==> src/rtl/fc_pkg.sv <==
// fc_pkg: shared defaults, FSM state type and weight-vector type for the FC PE feeder
package fc_pkg;
    localparam int FC_SIZE_DEFAULT = 8;
    localparam int DATA_W_DEFAULT = 8;
    typedef enum logic [2:0] {IDLE, LOAD_W, COMMIT, STREAM, DRAIN, DONE} fc_feeder_state_t;
    typedef logic [FC_SIZE_DEFAULT-1:0][DATA_W_DEFAULT-1:0] fc_weight_vec_t;
endpackage

==> src/rtl/fc_weight_shadow.sv <==
// fc_weight_shadow: shadow weight bank with indexed write enable and full-bank output
module fc_weight_shadow
    import fc_pkg::*;
#(
    parameter int FC_SIZE = FC_SIZE_DEFAULT,
    parameter int DATA_W = DATA_W_DEFAULT,
    parameter int IDX_W = (FC_SIZE > 1) ? $clog2(FC_SIZE) : 1
) (
    input  logic                            clk,
    input  logic                            rst,
    input  logic                            we,
    input  logic [IDX_W-1:0]                idx,
    input  logic [DATA_W-1:0]               wdata,
    output logic [FC_SIZE-1:0][DATA_W-1:0]  bank
);
    always_ff @(posedge clk)
        if (rst) bank <= '0;
        else if (we) bank[idx] <= wdata;
endmodule

==> src/rtl/fc_pe_feeder.sv <==
// fc_pe_feeder: loads FC weights, pulses commit, streams ifmap then zero-flushes; FC_FEEDER_WEIGHT_REUSE_EN adds reuse_w_i
module fc_pe_feeder
    import fc_pkg::*;
#(
    parameter int FC_SIZE = FC_SIZE_DEFAULT,
    parameter int DATA_W = DATA_W_DEFAULT,
    parameter int LEN_W = 8
) (
    input  logic                            clk,
    input  logic                            rst,
    input  logic                            start_i,
    input  logic [LEN_W-1:0]                in_len_i,
`ifdef FC_FEEDER_WEIGHT_REUSE_EN
    input  logic                            reuse_w_i,
`endif
    input  logic                            w_valid_i,
    input  logic [DATA_W-1:0]               w_data_i,
    output logic                            w_ready_o,
    input  logic                            x_valid_i,
    input  logic [DATA_W-1:0]               x_data_i,
    output logic                            x_ready_o,
    output logic [FC_SIZE-1:0][DATA_W-1:0]  weight_o,
    output logic                            pe_load_o,
    output logic [DATA_W-1:0]               ifmap_o,
    output logic                            ifmap_valid_o,
    output logic                            busy_o,
    output logic                            done_o
);
    localparam int WIDX_W = (FC_SIZE > 1) ? $clog2(FC_SIZE) : 1;
    localparam int DRN_W = $clog2(FC_SIZE + 1);

    fc_feeder_state_t state, state_nx;
    logic [LEN_W-1:0] len, xidx;
    logic [WIDX_W-1:0] widx;
    logic [DRN_W-1:0] dcnt;
    logic w_hs, x_hs, start_ok, reuse;

    assign w_hs = w_valid_i & w_ready_o;
    assign x_hs = x_valid_i & x_ready_o;
    assign start_ok = start_i && (in_len_i != '0);
`ifdef FC_FEEDER_WEIGHT_REUSE_EN
    assign reuse = reuse_w_i;
`else
    assign reuse = 1'b0;
`endif

    always_ff @(posedge clk)
        if (rst) state <= IDLE;
        else state <= state_nx;

    always_comb begin
        state_nx = state;
        case (state)
            IDLE:    if (start_ok) state_nx = reuse ? STREAM : LOAD_W;
            LOAD_W:  if (w_hs && widx == WIDX_W'(FC_SIZE - 1)) state_nx = COMMIT;
            COMMIT:  state_nx = STREAM;
            STREAM:  if (x_hs && xidx == len - LEN_W'(1)) state_nx = DRAIN;
            DRAIN:   if (dcnt == DRN_W'(FC_SIZE - 1)) state_nx = DONE;
            DONE:    state_nx = IDLE;
            default: state_nx = IDLE;
        endcase
    end

    always_comb begin
        w_ready_o = state == LOAD_W;
        x_ready_o = state == STREAM;
        pe_load_o = state == COMMIT;
        busy_o = state != IDLE;
        done_o = state == DONE;
    end

    // counters self-clear whenever their state is left, so a new job always starts from zero
    always_ff @(posedge clk)
        if (rst) begin
            len <= '0;
            xidx <= '0;
            widx <= '0;
            dcnt <= '0;
            ifmap_o <= '0;
            ifmap_valid_o <= 1'b0;
        end else begin
            if (state == IDLE && start_ok) len <= in_len_i;
            xidx <= (state == STREAM && state_nx == STREAM) ? xidx + LEN_W'(x_hs) : '0;
            widx <= (state_nx == LOAD_W) ? widx + WIDX_W'(w_hs) : '0;
            dcnt <= (state == DRAIN) ? dcnt + DRN_W'(1) : '0;
            ifmap_o <= x_hs ? x_data_i : '0;
            ifmap_valid_o <= x_hs;
        end

    fc_weight_shadow #(.FC_SIZE(FC_SIZE), .DATA_W(DATA_W), .IDX_W(WIDX_W)) u_shadow (
        .clk(clk),
        .rst(rst),
        .we(w_hs),
        .idx(widx),
        .wdata(w_data_i),
        .bank(weight_o)
    );
endmodule

==> config.mk <==
export PLATFORM = sky130hd
export DESIGN_NAME = fc_pe_feeder
export DESIGN_NICKNAME = d
export VERILOG_FILES = /design/src/rtl/fc_pkg.sv /design/src/rtl/fc_weight_shadow.sv /design/src/rtl/fc_pe_feeder.sv
export SDC_FILE = /design/constraint.sdc
export NUM_CORES = 1
export LEC_CHECK = 0
export BUFFER_PORTS_ARGS = -buffer_cell sky130_fd_sc_hd__buf_2
export CORE_AREA = 5 5 73 124
export DETAILED_ROUTE_END_ITERATION = 16
export DIE_AREA = 0 0 78 129
export PLACE_DENSITY = 0.77
export SYNTH_ARGS = -nofsm -noshare
export SYNTH_HDL_FRONTEND = slang
export SYNTH_SLANG_ARGS = --single-unit
==> constraint.sdc <==
create_clock -name clk -period 2.4 [get_ports clk]
set_input_delay 0.12 -clock clk [delete_from_list [all_inputs] [get_ports clk]]
set_output_delay 0.12 -clock clk [all_outputs]
set_load 0.01 [all_outputs]
==> results.sh <==
export IMPL_status="complete, no violations"
export IMPL_die_area_um2=10100
export IMPL_async_flop_share=0
export IMPL_die_w_um=78
export IMPL_min_to="len[6]"
export IMPL_netlist_area_um2=3980
export IMPL_synth_net_count=441
export IMPL_p_comb_frac=0.063
export IMPL_dpl_instance_area_um2=4560
export IMPL_cp_slowest_cell="a2111oi_1"
export IMPL_finalClockSkew_ns=0.00417
export IMPL_synth_area_per_cell_um2=9.81
export IMPL_fillers=674
export IMPL_place_ws_ns=0.127
export IMPL_yosysTopAreaCellShare=0.497
export IMPL_end_kind="flop"
export IMPL_finalSetupTns_ns=0
export IMPL_start_util=0.504
export IMPL_htree_levels=3
export IMPL_synth_enable_flop_cells=0
export IMPL_r2r_start="len[0]"
export IMPL_multi_input_area_um2=1860
export IMPL_cts_sinks=99
export IMPL_postRouteAntennaNets=0
export IMPL_hold_path_startpoint="in_len_i[6]"
export IMPL_grt_antenna_before_repair=0
export IMPL_cts_tree="yes"
export IMPL_first_pass_iters=4
export IMPL_rows=43
export IMPL_ys_ff_latch=99
export IMPL_grt_pass1_vias=3149
export IMPL_insertion_delay_ns=0.34
export IMPL_p_switching_mw=0.766
export IMPL_overflow=0
export IMPL_final_core_util=0.632
export IMPL_worstPathArrival_ns=2.43
export IMPL_area_growth_pct=25.5
export IMPL_r2r_end="state[1]"
export IMPL_crit_fanout=7
export IMPL_setup_viol=0
export IMPL_dp_hpwl_um=7000
export IMPL_antenna_cells=0
export IMPL_leakage_nw=2.37
export IMPL_grt_first_pass_wirelength_um=15300
export IMPL_cts_buffers=9
export IMPL_max_stage_delay_ns=0.48
export IMPL_cap_viol_max_count=0
export IMPL_seqPwrFrac=0.475
export IMPL_finalPower_mw=3.55
export IMPL_yosysMostFrequentCell="dfxtp_1"
export IMPL_critPathKind="flop to flop"
export IMPL_drc=0
export IMPL_power_frac_clock=0.463
export IMPL_r2r_slack_ns=0.17
export IMPL_via_per_inst=5.30
export IMPL_clkSlewWorstSetupHoldPaths_ns=0.07
export IMPL_fin_ws_ns=0.168
export IMPL_period_share=0.930
export IMPL_synth_flop_cell="dfxtp_1"
export IMPL_slew_violations=0
export IMPL_seqCellArea_um2=1980
export IMPL_slew_headroom=0.589
export IMPL_synth_common_cells="dfxtp_1, nor2_1, mux2i_1"
export IMPL_clockBufferDepth=2
export IMPL_min_path_cells=3
export IMPL_synth_top_area_cell="dfxtp_1"
export IMPL_critPathLaunchType="flop"
export IMPL_min_period_ns=2.23
export IMPL_hold_viol_final=0
export IMPL_worst_r2r_cell_count=8
export IMPL_hold_path_class="input pin to flop"
export IMPL_ys_seq_area_frac=0.497
export IMPL_post_cts_resize_count=0
export IMPL_synth_warnings=0
export IMPL_fmax_mhz=448
export IMPL_ctsRootBufferMaster="clkbuf_16"
export IMPL_required_ns=2.60
export IMPL_synth_area_leaders="dfxtp_1, mux2i_1, nor2_1"
export IMPL_port_buffers=106
export IMPL_core_area_um2=7910
export IMPL_vias=3221
export IMPL_p_per_area_nw_per_um2=709
export IMPL_routabilityCongestion=0.806
export IMPL_worstMarginPinSlew_ns=0.614
export IMPL_cp_cell_sequence="inv_1 > ha_1 > o21bai_1 > a2111oi_1 > a311oi_2 > a211oi_4 > buf_4 > a211oi_1"
export IMPL_drt_iter0_markers=98
export IMPL_drive_above_1_share=0.268
export IMPL_grt_max_degree=44
export IMPL_ys_types=41
export IMPL_syn_inst=406
export IMPL_wire_per_inst_um=15.8
export IMPL_wl_um=9620
export IMPL_switching_share=0.216
export IMPL_ios=107
export IMPL_grt_use_total=0.191
export IMPL_stdcell_area_um2=5000
export IMPL_ir_drop_mv=0.478
export IMPL_nets=548
export IMPL_intPower_mw=2.78
export IMPL_crit_start="len[0]"
export IMPL_die_h_um=129
stage by stage:
stage / std cells / hold slack [ns]
after floorplan: 406 / 0.242
after global placement: 582 / 0.325
after detailed placement: 582 / 0.323
after CTS: 606 / 0.0299
after global routing: 608 / 0.0436
final: 608 / 0.0325
final cells by class:
class                   count  area share
multi-input cells         274       0.372
clock buffers              10      0.0458
flip-flops and latches     99       0.396
well taps                  90      0.0225
repair buffers            123       0.136
inverters                   6     0.00451
clock inverters             6      0.0225
repair_timing:
action	CTS	global route
hold buffers	8	0
buffers inserted	0	2
endpoints found under the setup margin	0	10
endpoints found under the hold margin	8	0
kinds of logic after synthesis:
family | Yosys count | synth area share
compound gates | 26 | 0.0468
xor+xnor | 18 | 0.0396
fa+ha+maj | 6 | 0.0188
buf+inv | 33 | 0.0352
flops | 99 | 0.497
mux | 63 | 0.158
simple gates | 161 | 0.204
placed cells by master, fill, tap and decap left out, types with 3 or more instances in the layout:
cell type,netlist,layout
nand3b_1,4,4
nor3_1,8,8
nor3b_1,3,3
nand2b_1,4,4
and3_1,6,6
mux2i_1,63,63
o21ai_0,3,3
nand2_1,17,17
xor2_1,9,9
inv_1,6,6
bufinv_16,0,3
and2_1,11,11
a211oi_1,3,3
dfxtp_1,99,99
clkbuf_16,0,9
nand3_1,15,15
buf_2,7,106
buf_4,2,9
nor2_1,75,75
nor4_1,8,8
dlygate4sd3_1,0,8
xnor2_1,9,9
ha_1,6,6
a21oi_1,11,11
power by group through the flow:
stage	Combinational [mW]	Sequential, mW	Clock, mW
2_1_floorplan	0.143	1.72	0
5_1_grt	0.245	1.68	1.74
6_report	0.223	1.68	1.64
3_3_place_gp	0.210	1.72	0
4_1_cts	0.225	1.68	1.66
3_5_place_dp	0.214	1.72	0
worst max-delay path: cells and delay by family, from the launching register on:
| kind | cells | cell delay [ns] |
|---|---|---|
| compound gates | 5 | 1.11 |
| fa+ha+maj | 1 | 0.27 |
| buf+inv | 2 | 0.26 |
| flops | 1 | 0.45 |
worst max path at each step:
| stage | slack [ns] | endpoint |
|---|---|---|
| final | 0.17 | state[1] |
| after global routing | -0.01 | state[1] |
| after CTS | 0.11 | xidx[5] |
| after detailed placement | 0.13 | xidx[5] |
| after global placement | 0.22 | state[1] |
| after floorplan | 0.40 | state[1] |
per-layer routing:
metal,vias to the layer above,GRT usage,part of all wire
li1,1592,-,-
met1,1526,0.208,0.39
met2,87,0.351,0.53
met3,16,0.0441,0.055
met4,0,0.0766,0.021
met5,-,0,0
sequential cells by signal, indices dropped and copies added, names as in the netlist:
register / cells
u_shadow.bank: 64
state: 3
ifmap_o: 8
len: 8
dcnt: 4
xidx: 8
ifmap_valid_o: 1
widx: 3
Power figures use the tool's default switching activity.
